`src/rtl/hazard_stall_controller.sv`:
```
// Pipeline hazard controller for the 5-stage core: load-use bubbles (multi-cycle),
// data-memory wait freezes, taken-branch IF/ID flushes and a saturating stall counter.
module hazard_stall_controller #(
  parameter int REG_ADDR_W        = 5,
  parameter int LOAD_STALL_CYCLES = 1,
  parameter int STALL_CNT_W       = 16
) (
  input  logic                   clk,
  input  logic                   rst_n,
  input  logic                   IDEX_MemRead,
  input  logic [REG_ADDR_W-1:0]  IDEX_RegisterRt,
  input  logic [REG_ADDR_W-1:0]  IFID_RegisterRs,
  input  logic [REG_ADDR_W-1:0]  IFID_RegisterRt,
  input  logic                   IFID_UsesRt,
  input  logic                   Branch_Taken,
  input  logic                   DMem_Req,
  input  logic                   DMem_Ready,
  input  logic                   Stall_Count_Clr,
  output logic                   PC_Write,
  output logic                   IFID_Write,
  output logic                   Control_select,
  output logic                   IFID_Flush,
  output logic                   Pipe_Freeze,
  output logic [STALL_CNT_W-1:0] Stall_Count
);

  localparam logic [1:0] S_RUN = 2'd0;
  localparam logic [1:0] S_LS  = 2'd1;
  localparam logic [1:0] S_MW  = 2'd2;
  localparam logic [3:0] REM_INIT = 4'(LOAD_STALL_CYCLES - 1);
  localparam logic [STALL_CNT_W-1:0] CNT_ONE = {{(STALL_CNT_W-1){1'b0}}, 1'b1};

  logic [1:0]             state_q, state_d;
  logic [3:0]             rem_q, rem_d;
  logic [STALL_CNT_W-1:0] cnt_q, cnt_d;
  logic                   hz, memwait;
  logic                   pc_w, cs, fl, fz;

  assign hz = IDEX_MemRead && (IDEX_RegisterRt != '0) &&
              ((IDEX_RegisterRt == IFID_RegisterRs) ||
               (IFID_UsesRt && (IDEX_RegisterRt == IFID_RegisterRt)));
  assign memwait = DMem_Req && !DMem_Ready;

  always_comb begin
    pc_w    = 1'b1;
    cs      = 1'b0;
    fl      = 1'b0;
    fz      = 1'b0;
    state_d = state_q;
    rem_d   = rem_q;
    case (state_q)
      S_RUN: begin
        if (memwait) begin
          fz      = 1'b1;
          pc_w    = 1'b0;
          state_d = S_MW;
        end else if (hz) begin
          pc_w = 1'b0;
          cs   = 1'b1;
          if (LOAD_STALL_CYCLES > 1) begin
            rem_d   = REM_INIT;
            state_d = S_LS;
          end
        end else if (Branch_Taken) begin
          fl = 1'b1;
        end
      end
      S_LS: begin
        pc_w = 1'b0;
        if (memwait) begin
          // rem is preserved so the remaining bubbles resume after the wait
          fz      = 1'b1;
          state_d = S_MW;
        end else begin
          cs = 1'b1;
          if (rem_q <= 4'd1) begin
            rem_d   = 4'd0;
            state_d = S_RUN;
          end else begin
            rem_d = rem_q - 4'd1;
          end
        end
      end
      S_MW: begin
        pc_w = 1'b0;
        fz   = 1'b1;
        if (DMem_Ready) state_d = (rem_q != 4'd0) ? S_LS : S_RUN;
      end
      default: begin
        state_d = S_RUN;
        rem_d   = 4'd0;
      end
    endcase
  end

  always_comb begin
    cnt_d = cnt_q;
    if (Stall_Count_Clr)              cnt_d = '0;
    else if (!pc_w && cnt_q != '1)    cnt_d = cnt_q + CNT_ONE;
  end

  always_ff @(posedge clk or negedge rst_n) begin
    if (!rst_n) begin
      state_q <= S_RUN;
      rem_q   <= 4'd0;
      cnt_q   <= '0;
    end else begin
      state_q <= state_d;
      rem_q   <= rem_d;
      cnt_q   <= cnt_d;
    end
  end

  // Outputs are forced to their defaults while reset is asserted, independent of inputs.
  assign PC_Write       = pc_w | ~rst_n;
  assign IFID_Write     = pc_w | ~rst_n;
  assign Control_select = cs & rst_n;
  assign IFID_Flush     = fl & rst_n;
  assign Pipe_Freeze    = fz & rst_n;
  assign Stall_Count    = cnt_q;

endmodule
```
`config.mk`:
```
export PLATFORM = sky130hd
export DESIGN_NAME = hazard_stall_controller
export DESIGN_NICKNAME = d
export VERILOG_FILES = /design/src/rtl/hazard_stall_controller.sv
export SDC_FILE = /design/constraint.sdc
export NUM_CORES = 1
export LEC_CHECK = 0
export CORE_UTILIZATION = 40
export DETAILED_ROUTE_END_ITERATION = 10
export MAX_ROUTING_LAYER = met4
export PLACE_DENSITY = 0.71
export SYNTH_ARGS = -nofsm -noshare
export SYNTH_HDL_FRONTEND = slang
export SYNTH_SLANG_ARGS = --single-unit
```
`constraint.sdc`:
```
create_clock -name clk -period 2.5 [get_ports clk]
set_clock_uncertainty 0.1 [all_clocks]
set_input_delay 0.25 -clock clk [delete_from_list [all_inputs] [get_ports clk]]
set_output_delay 0.25 -clock clk [all_outputs]
set_load 0.01 [all_outputs]
```
; ---- Word-level counts from Yosys, hierarchy flattened
; Index checks and enable logic that the tools add are counted.
[totals]
input_bits = 23
regBits = 22
out_inout_bits = 21
[classes]
bitwise_logic = 6
n_lt_le_gt_ge = 1
eq_ne = 9
reduce_logical = 17
addsub = 2
muxes = 24
[ops]
columns = operator, count
row1 = 2-to-1 mux 16 bit, 2
row2 = "adder 16 x 1 -> 16 bit, second input constant", 1
row3 = "inequality test 16 bit, second input constant", 1
row4 = 2-to-1 mux 1 bit, 11
row5 = equality test 5 bit, 2
row6 = 2-to-1 mux 2 bit, 4
row7 = 2-to-1 mux 4 bit, 2
row8 = one-hot mux 4 bit (2 select lines), 1
row9 = "inequality test 2 bit, second input constant", 3
row10 = one-hot mux 1 bit (2 select lines), 3
row11 = one-hot mux 2 bit (3 select lines), 1
row12 = OR reduction 2 bit, 3
row13 = logical AND 1 bit, 5
row14 = nonzero test 5 bit, 1
row15 = "less-or-equal comparator 4 x 1 -> 1 bit, second input constant", 1
row16 = nonzero test 4 bit, 1
row17 = "subtractor 4 x 1 -> 4 bit, second input constant", 1
row18 = bitwise AND 1 bit, 3
row19 = "inequality test 3 bit, second input constant", 1
row20 = AND reduction 3 bit, 1
row21 = "equality test 2 x 1 -> 1 bit, second input constant", 1
row22 = "equality test 2 bit, second input constant", 1
row23 = zero test 1 bit, 2
row24 = zero test 2 bit, 1
row25 = other kinds (5), 6

; ---- Longest topological paths before layout
[depth]
word_depth = 11
mapped_depth = 10
ltp_nobuf = 8

; ---- Least setup slack after synthesis
; Ideal clock, no wire load.
[synth_timing]
path_type = register to register
startpoint = reg cnt_q[0], in the netlist Stall_Count[0]
endpoint = reg cnt_q[13], in the netlist Stall_Count[13]
period_less_slack_ns = 2.333
path_stages_with_launch = 10
arrival_ns = 2.155
path_slack_ns = 0.167
setup_time_ns = 0.078
cell_sequence = dfrtp_1 > ha_1 > and3_1 > and3_1 > buf_2 > nand3_1 > o21a_1 > nand2_4 > or4_1 > a21oi_1
[synth_between]
elab_chain_len = 3
elab_cells_between_ends = 6
cone_classes = 1 x add/sub / 1 x eq/ne / 2 x mux / 2 x reduce/logical
[synth_rtl]
columns = element, line_no
row1 = "start, declared", 35  ; logic [STALL_CNT_W-1:0] cnt_q, cnt_d;
row2 = "start signal, assigned", 110  ; cnt_q <= cnt_d;
row3 = adder 16 x 1 -> 16 bit or inequality test 16 bit (tied branches), 99  ; else if (!pc_w && cnt_q != '1) cnt_d = cnt_q + CNT_ONE;
row4 = 2-to-1 mux 16 bit or logical AND 1 bit (tied branches), 99
row5 = 2-to-1 mux 16 bit or nonzero test 2 bit (tied branches), -
; Several ways; a longest one is shown, not always the timed one. The select of a mux whose other input is x is not followed.
; A chain may end at the register's enable or synchronous reset.

; ---- Final worst setup path
[layout_timing]
startpoint = in IDEX_RegisterRt[1]
endpoint = out IFID_Flush
[layout_between]
elab_chain_len = 8
elab_cells_between_ends = 11
cone_classes = 2 x eq/ne / 3 x mux / 1 x bitwise / 5 x reduce/logical
[layout_rtl]
columns = element, line_no
row1 = "start, declared", 11  ; input logic [REG_ADDR_W-1:0] IDEX_RegisterRt,
row2 = equality test 5 bit, 41  ; (IFID_UsesRt && (IDEX_RegisterRt == IFID_RegisterRt)));
row3 = logical AND 1 bit, 41
row4 = logical OR 1 bit, 40  ; ((IDEX_RegisterRt == IFID_RegisterRs) ||
row5 = logical AND 1 bit (*), 39  ; assign hz = IDEX_MemRead && (IDEX_RegisterRt != '0) &&
row6 = 2-to-1 mux 1 bit (*), 57  ; end else if (hz) begin
row7 = 2-to-1 mux 1 bit (*), 53  ; if (memwait) begin
row8 = 2-to-1 mux 1 bit (*), 51  ; case (state_q)
row9 = bitwise AND 1 bit (*), 118  ; assign IFID_Flush = fl & rst_n;
row10 = "end, declared", 22  ; output logic IFID_Flush,
; Every way passes the cells marked *; elsewhere a longest branch is shown, timed or not.

==> reports/metrics.csv <==
metric;value;unit
synth-edff-count;0;
drive_above_1_share;10.7;%
via_per_inst;5.32;
core_region_area;0.00315;mm2
drt_iter0_drc;111;
synth_top_cell_area_share;40.1;%
grt_max_degree;18;
r2r_start;Stall_Count[0]$_DFFE_PN0P_;
wl_per_cell;13.8;um
cpMaxStageDelayCell;or4_1;
drt_first_pass_iters;4;
critical_path_class;input port to output pin;
clkTransAtPathRegs;0.12;ns
yosys_warnings;0;
clockRootBuffer;clkbuf_4;
post-synth-top-count-cell;dfrtp_1;
slew_headroom;66.7;%
powerDensity;350;mW/mm2
fin_crit_sh;96.5;%
finalHoldViolations;0;
cts.sinks;22;
worstPathCellList;clkdlybuf4s50_1, or4_1, o21ai_2, nor2_1, nor4b_2, clkdlybuf4s15_1;
tns;0;ns
synth-seq-area-share;40.1;%
gr-total-overflow;0;
crit_buf_inv;2;
place.gp.congestion;0.842;
avgSynthCellArea;8.53;um2
syn_area;0.00137;mm2
nFillCells;299;
yosysTopAreaCell;dfrtp_1;
cp_data_arrival_time;2.06;ns
die_height;60.6;um
cts_max_level;1;
power_frac_comb;23.0;%
finalWirelength;3.57;mm
required;2.15;ns
numCtsBuffers;3;
grt_pass1_wl;6.28;mm
synth_common_cells;dfrtp_1, nor2_1, xor2_1;
worstRegToRegCells;9;
p_leak;0.801;nW
antenna_found_initial;0;
syn_nets;187;
endpoint_kind;output pin;
drc;0;
power_frac_clock;23.4;%
dieArea;0.00367;mm2
rsz0062_at_grt;no;
grt_use_total;23.4;%
path_max_fanout;3;
p_sw;0.000189;W
p_total;0.000691;W
antenna_cells;0;
row_count;20;
clk_latency;0.31;ns
p_seq_share;53.6;%
clk_path_buf_depth;2;
status;finished, final reports clean;
period_needed;2.41;ns
io_pins;44;
slew_viol_final;0;
io_buffers;43;
sw_frac_of_total;27.3;%
ys_ff_latch;22;
fmax;0.415;GHz
tightest_slew;0.494;ns
startpoint_type;input port;
post-route-util;62.6;%
worst_hold_path_type;input port to asynchronous set/reset pin;
syn_inst;161;
ir_drop;186;uV
grt_pass1_vias;1402;
reg2reg_to;Stall_Count[12]$_DFFE_PN0P_;
r2r_slack;0.23;ns
synthFlopType;dfrtp_1;
floorplan.initialDensity;43.6;%
final_cells;259;
p_int;0.000503;W
area_delta_synth_final;43.6;%
finalNetCount;243;
numPlacedInstances;256;
slowest_delay;0.56;ns
synth_cell_types;32;
cp_top_family;simple AND/OR/NAND/NOR gates;
placed_area;0.00193;mm2
hpwl;2.81;mm
routed-via-count;1378;
die-width;60.6;um
final_cell_area;0.00197;mm2
route.antenna.remaining_nets;0;
cts_tree;done;
async_flop_share;100;%
yosys-top-cells-area;dfrtp_1, xor2_1, nor2_1;
finalSetupViolCount;0;
cap_violations;0;
-- power groups by stage --
stage	Combinational (W)	Sequential, W	Clock [W]
floorplan	0.0000611	0.000378	0
global placement	0.000153	0.000377	0
detailed placement	0.000158	0.000377	0
CTS	0.000156	0.000371	0.000168
global route	0.000174	0.000372	0.000184
finish	0.000159	0.000371	0.000162
-- state kept, by name, summed over array words and instances (netlist names) --
register	cells
Stall_Count	16
rem_q	4
state_q	2
-- kinds of logic (layout without fill, tap and decap cells) --
logic type               Yosys count  after routing  synth area share (%)
AND/OR/NAND/NOR                   75             75                  28.1
AO/OA/AOI/OAI                     33             33                  14.7
flip-flops                        22             22                  40.1
XOR/XNOR                          16             16                  10.2
buffers and inverters             11             65                  3.46
adder cells (fa/ha/maj)            3              3                  2.73
multiplexers                       1              1                 0.729
-- layout make-up --
type                       count  area, um2  area share (%)
sequential                    22        551            27.9
timing repair buffer          56        532            26.9
multi-input combinational    128        791            40.1
clock buffer                   3       22.5            1.14
tap                           44       55.1            2.79
inverter                       6       22.5            1.14
-- how the worst max path moves through the flow --
stage	slack [ns]	start	end	cells after the start
final	0.09	IDEX_RegisterRt[1]	IFID_Flush	6
after global routing	0.003	IDEX_RegisterRt[1]	PC_Write	8
after CTS	0.02	IDEX_RegisterRt[2]	IFID_Flush	6
after detailed placement	-0.31	IDEX_RegisterRt[2]	IFID_Flush	6
after global placement	-0.19	IDEX_RegisterRt[2]	IFID_Flush	6
after floorplan	0.17	Stall_Count[0]$_DFFE_PN0P_	Stall_Count[13]$_DFFE_PN0P_	9
-- worst register-to-register path, cell delays in order, from the launching register on --
cell and delay, ns:
dfrtp_1 0.47, ha_1 0.24, and3_1 0.19, and3_1 0.19, nand3_1 0.08, o21a_1 0.17, buf_4 0.17, nand4_1 0.13
or3_1 0.33, a21oi_1 0.14
-- metrics by stage --
stage / hold WS (ns) / setup WS, ns
final: 0.228 / 0.0876
after floorplan: -0.146 / 0.167
after global routing: 0.215 / 0.00294
after CTS: 0.222 / 0.0210
after detailed placement: 0.382 / -0.307
after global placement: 0.371 / -0.190
-- routing by layer --
metal | global-route usage [%] | wire length (um) | vias up
li1 | - | - | 678
met1 | 28.7 | 1570 | 672
met2 | 41.4 | 1880 | 26
met3 | 2.56 | 101 | 2
met4 | 4.87 | 11 | 0
met5 | - | 0 | -
-- placed cells by master, fill, tap and decap left out, types with 3 or more instances in the layout --
cell	count
a21oi_1	9
and3_1	4
buf_4	12
clkbuf_4	3
clkdlybuf4s50_1	38
dfrtp_1	22
ha_1	3
inv_1	6
nand2_1	11
nand3_1	14
nand4_1	5
nor2_1	21
o21a_1	3
o21ai_0	14
or3_1	5
or4_1	4
xor2_1	15
-- repair_timing --
action / in CTS / in global routing
gates resized for setup: 5 / 6
hold buffers: 0 / 0
pin swaps: 1 / 2
setup endpoints to repair: 4 / 3
gates cloned: 0 / 0
setup buffers: 0 / 0
Note: power is estimated with default switching activity, not from simulation.
